`src/rtl/serv_mem_responder.sv`:
```
// Arbitrates a single-port synchronous RAM among a host byte port, a data bus and an
// instruction bus. Each bus access is grant -> ack -> recover; host accesses are single-cycle.
module serv_mem_responder #(
    parameter int AW = 5
) (
    input  logic          clk,
    input  logic          rst_n,
    input  logic          i_ibus_cyc,
    input  logic [31:0]   i_ibus_adr,
    output logic [31:0]   o_ibus_rdt,
    output logic          o_ibus_ack,
    input  logic          i_dbus_cyc,
    input  logic [31:0]   i_dbus_adr,
    input  logic          i_dbus_we,
    input  logic [31:0]   i_dbus_dat,
    input  logic [3:0]    i_dbus_sel,
    output logic [31:0]   o_dbus_rdt,
    output logic          o_dbus_ack,
    input  logic          i_host_we,
    input  logic          i_host_re,
    input  logic [AW+1:0] i_host_adr,
    input  logic [7:0]    i_host_dat,
    output logic          o_host_rdy,
    output logic [7:0]    o_host_rdata,
    output logic          o_ram_en,
    output logic [AW-1:0] o_ram_a,
    output logic [3:0]    o_ram_we,
    output logic [31:0]   o_ram_di,
    input  logic [31:0]   i_ram_do,
    output logic          o_err,
    output logic [1:0]    dbg_state
);

    typedef enum logic [1:0] {IDLE, RD, WR, RECOVER} state_t;

    state_t     state, state_nxt;
    logic       gnt_d, gnt_d_nxt;
    logic       oor, oor_nxt;
    logic       set_err;
    logic       host_pend, host_pend_nxt;
    logic [1:0] host_lane;
    logic [7:0] host_q;
    logic [7:0] host_byte;
    logic       d_oor, i_oor;

    // Bits [1:0] of bus addresses are don't-care: accesses are always word-wide.
    logic unused_adr_bits;
    assign unused_adr_bits = ^{i_ibus_adr[1:0], i_dbus_adr[1:0]};

    assign d_oor = |i_dbus_adr[31:AW+2];
    assign i_oor = |i_ibus_adr[31:AW+2];

    assign dbg_state  = state;
    assign o_host_rdy = (state == IDLE) && rst_n;

    always_comb begin
        host_byte = i_ram_do[7:0];
        case (host_lane)
            2'd1:    host_byte = i_ram_do[15:8];
            2'd2:    host_byte = i_ram_do[23:16];
            2'd3:    host_byte = i_ram_do[31:24];
            default: host_byte = i_ram_do[7:0];
        endcase
    end

    // The read byte is forwarded straight from the RAM in the cycle it arrives, then held.
    assign o_host_rdata = host_pend ? host_byte : host_q;

    always_comb begin
        state_nxt     = state;
        gnt_d_nxt     = gnt_d;
        oor_nxt       = oor;
        set_err       = 1'b0;
        host_pend_nxt = 1'b0;
        o_ram_en      = 1'b0;
        o_ram_a       = '0;
        o_ram_we      = 4'b0000;
        o_ram_di      = 32'h0;
        o_ibus_ack    = 1'b0;
        o_ibus_rdt    = 32'h0;
        o_dbus_ack    = 1'b0;
        o_dbus_rdt    = 32'h0;
        case (state)
            IDLE: begin
                if (i_host_we) begin
                    o_ram_en = 1'b1;
                    o_ram_a  = i_host_adr[AW+1:2];
                    o_ram_we = 4'b0001 << i_host_adr[1:0];
                    o_ram_di = {4{i_host_dat}};
                end else if (i_host_re) begin
                    o_ram_en      = 1'b1;
                    o_ram_a       = i_host_adr[AW+1:2];
                    host_pend_nxt = 1'b1;
                end else if (i_dbus_cyc) begin
                    gnt_d_nxt = 1'b1;
                    oor_nxt   = d_oor;
                    set_err   = d_oor;
                    if (!d_oor) begin
                        o_ram_en = 1'b1;
                        o_ram_a  = i_dbus_adr[AW+1:2];
                        if (i_dbus_we) begin
                            o_ram_we = i_dbus_sel;
                            o_ram_di = i_dbus_dat;
                        end
                    end
                    state_nxt = i_dbus_we ? WR : RD;
                end else if (i_ibus_cyc) begin
                    gnt_d_nxt = 1'b0;
                    oor_nxt   = i_oor;
                    set_err   = i_oor;
                    if (!i_oor) begin
                        o_ram_en = 1'b1;
                        o_ram_a  = i_ibus_adr[AW+1:2];
                    end
                    state_nxt = RD;
                end
            end
            RD: begin
                // An out-of-range access still acks, but returns zero rather than stale RAM data.
                if (gnt_d) begin
                    o_dbus_ack = 1'b1;
                    o_dbus_rdt = oor ? 32'h0 : i_ram_do;
                end else begin
                    o_ibus_ack = 1'b1;
                    o_ibus_rdt = oor ? 32'h0 : i_ram_do;
                end
                state_nxt = RECOVER;
            end
            WR: begin
                o_dbus_ack = 1'b1;
                state_nxt  = RECOVER;
            end
            RECOVER: state_nxt = IDLE;
            default: state_nxt = IDLE;
        endcase
        if (!rst_n) begin
            o_ram_en = 1'b0;
            o_ram_we = 4'b0000;
        end
    end

    always_ff @(posedge clk or negedge rst_n) begin
        if (!rst_n) begin
            state     <= IDLE;
            gnt_d     <= 1'b0;
            oor       <= 1'b0;
            o_err     <= 1'b0;
            host_pend <= 1'b0;
            host_lane <= 2'd0;
            host_q    <= 8'h00;
        end else begin
            state     <= state_nxt;
            gnt_d     <= gnt_d_nxt;
            oor       <= oor_nxt;
            o_err     <= o_err | set_err;
            host_pend <= host_pend_nxt;
            if (host_pend_nxt) host_lane <= i_host_adr[1:0];
            if (host_pend)     host_q    <= host_byte;
        end
    end

endmodule

```
`config.mk`:
```
export PLATFORM = sky130hd
export DESIGN_NAME = serv_mem_responder
export DESIGN_NICKNAME = d
export VERILOG_FILES = /design/src/rtl/serv_mem_responder.sv
export SDC_FILE = /design/constraint.sdc
export NUM_CORES = 1
export LEC_CHECK = 0
export ABC_AREA = 1
export CORE_AREA = 2 2 107 109
export DETAILED_ROUTE_END_ITERATION = 10
export DIE_AREA = 0 0 109 111
export PLACE_DENSITY = 0.65
export SYNTH_ARGS = -nofsm -noshare
export SYNTH_HDL_FRONTEND = slang
export SYNTH_SLANG_ARGS = --single-unit
export TNS_END_PERCENT = 5
```
`constraint.sdc`:
```
create_clock -name clk -period 1.7 [get_ports clk]
set_input_delay 0.425 -clock clk [delete_from_list [all_inputs] [get_ports clk]]
set_output_delay 0.425 -clock clk [all_outputs]
set_load 0.01 [all_outputs]
```
==> results of run 1 <==
-- state kept, by name, summed over array words and instances, names as in the netlist --
signal	flops
oor	1
host_pend	1
o_err	1
gnt_d	1
dbg_state	2
host_lane	2
host_q	8
-- critical path, cell delays in order --
cell	delay, ns
buf_6	0.09
or2_0	0.21
nor2_1	0.14
nand2_2	0.08
nor2_4	0.24
buf_6	0.14
nand2_1	0.05
nand3_1	0.06
nand2_1	0.05
inv_1	0.06
buf_6	0.10
-- timing repair --
item | CTS | global route
endpoints found under the setup margin | 120 | 119
gates resized for setup | 430 | 247
pin swaps | 35 | 65
gates cloned | 5 | 0
setup buffers | 5 | 5
-- stage by stage --
step	setup TNS (ns)	instances	total power, mW	utilization [%]	setup WS [ns]
after floorplan	-5.22	413	2.46	-	-0.0905
after global placement	-85.42	871	5.16	51.5	-1.15
after detailed placement	-85.80	871	5.22	51.5	-1.13
after CTS	-42.30	885	5.45	51.6	-0.648
after global routing	-37.87	885	5.97	51.0	-0.460
final	-29.59	885	5.55	51.0	-0.366
-- final cells by class --
type | instances | share of cell area (%)
Tap cell | 143 | 3.17
Clock buffer | 4 | 1.57
Multi-Input combinational cell | 344 | 34.5
Timing Repair Buffer | 349 | 51.6
Inverter | 29 | 2.02
Sequential cell | 16 | 7.11
-- placed cells by master, fill, tap and decap left out, types with 4 or more instances in the layout --
master and n:
buf_2 108, nor2_1 96, clkdlybuf4s50_1 96, nand2_1 85, buf_4 60, nor2_2 45, a31oi_1 31, buf_6 24
dlymetal6s2s_1 23, clkbuf_2 19, inv_1 18, dfrtp_1 15, nand3_2 14, a21oi_1 11, a21oi_2 10, nor2_4 8
inv_2 8, nand3_1 8, a41oi_2 7, buf_12 7, nand2_2 6, dlygate4sd2_1 5, nand4_1 4, o21ai_0 4
clkbuf_16 4, clkdlybuf4s15_2 4
-- routing by layer --
metal | up-vias | GRT usage (%) | share of wire (%)
met3 | 28 | 6.94 | 10
li1 | 2017 | - | -
met4 | 0 | 7.78 | 3.3
met2 | 203 | 40.0 | 51
met1 | 1888 | 20.2 | 35
met5 | - | 0 | 0
-- logic make-up after synthesis --
logic type	count (synthesis)	share of synthesized area [%]
AOI/OAI and AO/OA	68	18.4
adders and majority gates	3	1.66
buffers and inverters	53	11.4
DFF	16	17.7
and+or+nand+nor	273	50.9
-- worst paths after layout --
check	end	slack, ns	start	depth (start not counted)
worst max-delay path	o_ram_en	-0.37	i_ibus_adr[12]	11
worst min-delay path	o_err$_DFF_PN0_	0.47	o_err$_DFF_PN0_	2
worst max register to register	host_lane[0]$_DFFE_PN0P_	0.32	dbg_state[1]$_DFFE_PN0P_	8
worst min register to register	o_err$_DFF_PN0_	0.47	o_err$_DFF_PN0_	2
max in group asynchronous	host_lane[1]$_DFFE_PN0P_	0.93	rst_n	2
min in group asynchronous	host_lane[0]$_DFFE_PN0P_	0.57	rst_n	2
-- power by group through the flow --
stage                     sequential [mW]  combinational, mW  clock, mW
after floorplan                     0.635               1.82          0
after global placement              0.622               4.54          0
after detailed placement            0.629               4.59          0
after CTS                           0.635               4.29      0.522
after global routing                0.661               4.76      0.544
final                               0.643               4.40      0.508
==> impl_metrics.csv, run 1 <==
group,metric,value,unit
drt,via_per_inst,4.67,
drt,drc,0,
worst_hold_path,worstHoldPathType,"flip-flop to flip-flop",
yosys,synth_seq_area_share,17.7,%
power_and_ir_drop,p_seq_share,11.6,%
critical_path,worstPathRequired,1.27,ns
clocking,cts_root_buf,"clkbuf_16",
timing,hold_ws,0.469,ns
global_route,gr-usage-all-layers,20.9,%
clocking,clkTransAtPathRegs,0.05,ns
yosys,synth-edff-count,0,
timing,relSlewSlack,82.4,%
power_and_ir_drop,p_comb_share,79.3,%
power_and_ir_drop,p_leak,2.87,nW
run_status,violations,"negative setup slack",
final_layout,syn2layout_area_growth,149,%
final_layout,drive_gt1_share,45.6,%
critical_path,crit_fanout,6,
timing,timing.fmax,484,MHz
global_route,grt_pass1_wl,20200,um
clocking,clkSinkCount,16,
yosys,synth_area_leaders,"nor2_1 (24%), dfrtp_1 (18%), nand2_1 (15%)",
placed_design,portBuffers,269,
run,cap_violations,0,
yosys,synth-async-reset-ratio,100,%
power_and_ir_drop,clock_power_share,9.2,%
yosys,yosysUniqueCellTypes,29,
yosys,synth_warnings,0,
timing,fin_ws,-0.366,ns
clocking,cts_buffers,3,
power_and_ir_drop,netSwitchingFraction,47.2,%
final_layout,nNetsFinal,900,
yosys,avgSynthCellArea,5.49,um2
die,start_util,20.5,%
die,io_pins,274,
clocking,cts.path.max_buffers,2,
drt,vias,4136,
die,rows,39,
yosys,ys.flop_type,"dfrtp_1",
clocking,cts_hold_buffers,0,
critical_path,cp.arrival,1.64,ns
die,coreArea,11100,um2
global_route,grt_pass1_vias,4216,
final_layout,postLayoutCellArea,5650,um2
placed_design,placed_area,5700,um2
critical_path,critical_path_class,"input pin to output pin",
run_status,status,"finished, violations left",
final_layout,num_antenna_cells,0,
yosys,netlist_area,2270,um2
yosys,yosysMostFrequentCell,"nor2_1",
yosys,ys_ff_latch,16,
final_layout,multi_input_area,1950,um2
timing,fin_crit_sh,122,%
yosys,syn_inst,413,
timing,min_period,2.07,ns
timing,fin_skew,0.00250,ns
global_route,gr-total-overflow,0,
power_and_ir_drop,pwr_density_cell,983,nW/um2
drt,wl,13500,um
power_and_ir_drop,p_switching,2.62,mW
placed_design,dp_hpwl,10700,um
global_route,grt_max_degree,33,
critical_path,endpoint_kind,"output pin",
drt,first_pass_iters,4,
die,die_x,109,um
critical_path,start_kind,"input pin",
yosys,synth_common_cells,"nor2_1 (145), nand2_1 (91), a31oi_1 (32)",
yosys,yosysTopAreaCellShare,24.0,%
yosys,synth_top_cell_by_area,"nor2_1",
timing,final_max_slew_viol_count,0,
power_and_ir_drop,p_int,2.93,mW
die,dieArea,12100,um2
yosys,syn_nets,570,
die,fp.dieH,111,um
final_layout,register_area,402,um2
placed_design,routabilityCongestion,0.918,
timing,worst_slew_pin_slew,0.263,ns
clocking,cts_tree,"done",
timing,hold_viol,0,
clocking,cts_htree_levels,1,
global_route,antenna_found_initial,0,
final_layout,nFillCells,1114,
drt,routedWlPerCell,15.2,um
timing,setup_violations,117,
clocking,insertion_delay,0.25,ns
timing,rsz0062_at_grt,"yes",
drt,drtAntennaViolNets,0,
drt,drtIter0Drc,200,
power_and_ir_drop,ir_drop,0.000473,V
Note: power is estimated with default switching activity, not from simulation.
==> run 2, diff against run 1 <==
ABC_CLOCK_PERIOD_IN_PS = 1700   (was default)
==> results of run 2 <==
Final layout, timing and power as in run 1 (identical DEF).
==> run 3, diff against run 2 <==
CORE_AREA = 4 4 106 108   (was 2 2 107 109)
DIE_AREA = 0 0 110 112   (was 0 0 109 111)
PLACE_DENSITY = 0.69   (was 0.65)
==> run 3 against run 2 <==
Net effect: the run still ends with negative setup slack left; clock power decreased by 35%; worst setup slack worse by 0.083 ns; sequential power shrank 0.8%; sequential share of layout area is 0.25 points lower; clock skew fell by 0.0014 ns; first-iteration DRC count up 47%; worst hold slack gained 0.011 ns; flip-flop and latch count stayed put; clock-buffer cell count unchanged; register-to-register slack got worse by 0.10 ns; largest cell class unchanged; highest routed layer unchanged.
==> impl_metrics.csv, run 3 (synthesis results as in run 1) <==
group,metric,value,unit
final_layout,mostFrequentLayoutCells,"buf_2 (110), clkdlybuf4s50_1 (96), nor2_1 (94)",
clocking,cts_htree_levels,1,
critical_path,r2r_cells,9,
global_route,gr-usage-all-layers,22.7,%
final_layout,largest_reg_flops,8,
global_route,grt_max_degree,33,
critical_path,endpoint_kind,"output pin",
critical_path,rrSetupSlack,0.22,ns
critical_path,max_stage_delay,0.24,ns
global_route,grt_pass1_vias,4317,
timing,final_max_slew_viol_count,0,
final_layout,final_common_cell,"buf_2",
critical_path,path_buf_inv,4,
clocking,cts_tree,"done",
power_and_ir_drop,power,5.68,mW
run_status,violations,"negative setup slack",
drt,drtAntennaViolNets,0,
drt,first_pass_iters,4,
timing,fin_ws,-0.449,ns
critical_path,critPathSlowestCell,"or2_4",
clocking,cts.path.max_buffers,2,
final_layout,syn2layout_area_growth,157,%
power_and_ir_drop,p_switching,2.75,mW
run,cap_violations,0,
run_status,status,"finished, violations left",
power_and_ir_drop,p_comb_share,83.0,%
placed_design,routabilityCongestion,0.914,
timing,relSlewSlack,74.6,%
timing,min_period,2.15,ns
drt,drtIter0Drc,294,
worst_hold_path,min_path_cells,2,
clocking,cts_buffers,3,
critical_path,critical_path_class,"input pin to output pin",
power_and_ir_drop,netSwitchingFraction,48.5,%
timing,timing.fmax,465,MHz
worst_hold_path,min_to,"o_err$_DFF_PN0_",
clocking,cts_hold_buffers,0,
final_layout,drive_gt1_share,47.4,%
power_and_ir_drop,p_leak,2.80,nW
critical_path,start_kind,"input pin",
critical_path,cp_top_family,"simple AND/OR/NAND/NOR gates",
worst_hold_path,worstHoldStart,"o_err$_DFF_PN0_",
drt,drc,0,
timing,fin_skew,0.00111,ns
critical_path,crit_fanout,9,
timing,rsz0062_at_grt,"yes",
die,io_pins,274,
power_and_ir_drop,ir_drop,0.000536,V
power_and_ir_drop,clock_power_share,5.8,%
drt,wl,15300,um
die,die_x,110,um
placed_design,dp_slack,-1.13,ns
critical_path,cp.arrival,1.72,ns
final_layout,num_antenna_cells,0,
timing,worst_slew_pin_slew,0.381,ns
die,rows,37,
final_layout,final_util,57.0,%
critical_path,timing.rr.end,"host_lane[1]$_DFFE_PN0P_",
placed_design,placed_area,5660,um2
power_and_ir_drop,p_int,2.93,mW
power_and_ir_drop,pwr_density_cell,974,nW/um2
placed_design,dp_hpwl,12300,um
final_layout,max_flop_register,"host_q",
critical_path,worstPathRequired,1.27,ns
clocking,clkTransAtPathRegs,0.06,ns
timing,fin_crit_sh,126,%
critical_path,r2r-start,"dbg_state[1]$_DFFE_PN0P_",
drt,routedWlPerCell,17.2,um
final_layout,postLayoutCellArea,5830,um2
power_and_ir_drop,p_seq_share,11.2,%
drt,via_per_inst,4.81,
die,fp.dieH,112,um
clocking,clkSinkCount,16,
worst_hold_path,worstHoldPathType,"flip-flop to flip-flop",
global_route,antenna_found_initial,0,
timing,setup_violations,117,
die,dieArea,12300,um2
die,start_util,22.2,%
drt,vias,4285,
global_route,gr-total-overflow,0,
final_layout,nNetsFinal,913,
global_route,grt_pass1_wl,22100,um
timing,setup_tns,-34.08,ns
clocking,insertion_delay,0.24,ns
placed_design,portBuffers,269,
clocking,cts_root_buf,"clkbuf_8",
critical_path,critical_path_depth,10,
timing,hold_viol,0,
die,coreArea,10200,um2
critical_path,worstPathCellList,"buf_6 > or2_4 > nor2_4 > nand2_4 > nor2_8 > buf_12 > clkbuf_16 > a31oi_1 > nor2_1 > buf_2",
run 3: cell count changes in the layout (fill, tap and decap cells not counted), moves of 4 or more:
cell and change:
dlymetal6s2s_1 -22, clkdlybuf4s15_1 +13, buf_6 +7, a31oi_1 -5
a31oi_4 +4, nor2_4 +4
run 3: layer usage:
layer	share of wire, %	global-route usage [%]	up-vias
li1	-	-	2038
met1	35	23.9	1978
met2	52	42.8	239
met3	11	6.90	30
met4	2.2	5.99	0
met5	0	0	-
run 3: cell type report:
type	count	area [um2]
flip-flops and latches	16	400
repair buffers	362	3070
well taps	136	170
fillers	994	4400
clock buffers	4	55.1
multi-input cells	344	2020
inverters	29	119
run 3: power groups by stage:
stage	clock network (mW)	registers, mW	logic [mW]
3_3_place_gp	0	0.625	4.62
3_5_place_dp	0	0.632	4.65
5_1_grt	0.364	0.655	5.10
4_1_cts	0.344	0.633	4.48
2_1_floorplan	0	0.635	1.82
6_report	0.330	0.638	4.71
run 3: how the worst max path moves through the flow:
| stage | start | endpoint | slack [ns] |
|---|---|---|---|
| after floorplan | i_dbus_adr[9] | o_ram_we[0] | -0.09 |
| after global placement | i_dbus_adr[11] | o_ram_di[4] | -1.13 |
| after detailed placement | i_dbus_adr[18] | o_ram_en | -1.13 |
| after CTS | i_dbus_we | o_ram_di[7] | -0.65 |
| after global routing | i_dbus_adr[10] | o_ram_di[16] | -0.53 |
| final | i_dbus_adr[12] | o_ram_di[16] | -0.45 |
run 3: stage by stage:
step,cells,hold slack (ns)
final,891,0.479
after CTS,877,0.485
after global placement,860,0.455
after detailed placement,860,0.465
after floorplan,413,0.129
after global routing,891,0.527
run 3: timing repair:
item | in CTS | in global routing
pin swaps | 65 | 44
gates resized for setup | 553 | 163
setup endpoints to repair | 122 | 117
setup buffers | 10 | 11
gates cloned | 3 | 4
run 3: worst min-delay path, delay by kind of cell, from the launching register on:
family | cells | cell delay, ns
flops | 1 | 0.35
buf+inv | 1 | 0.04
simple gates | 1 | 0.05
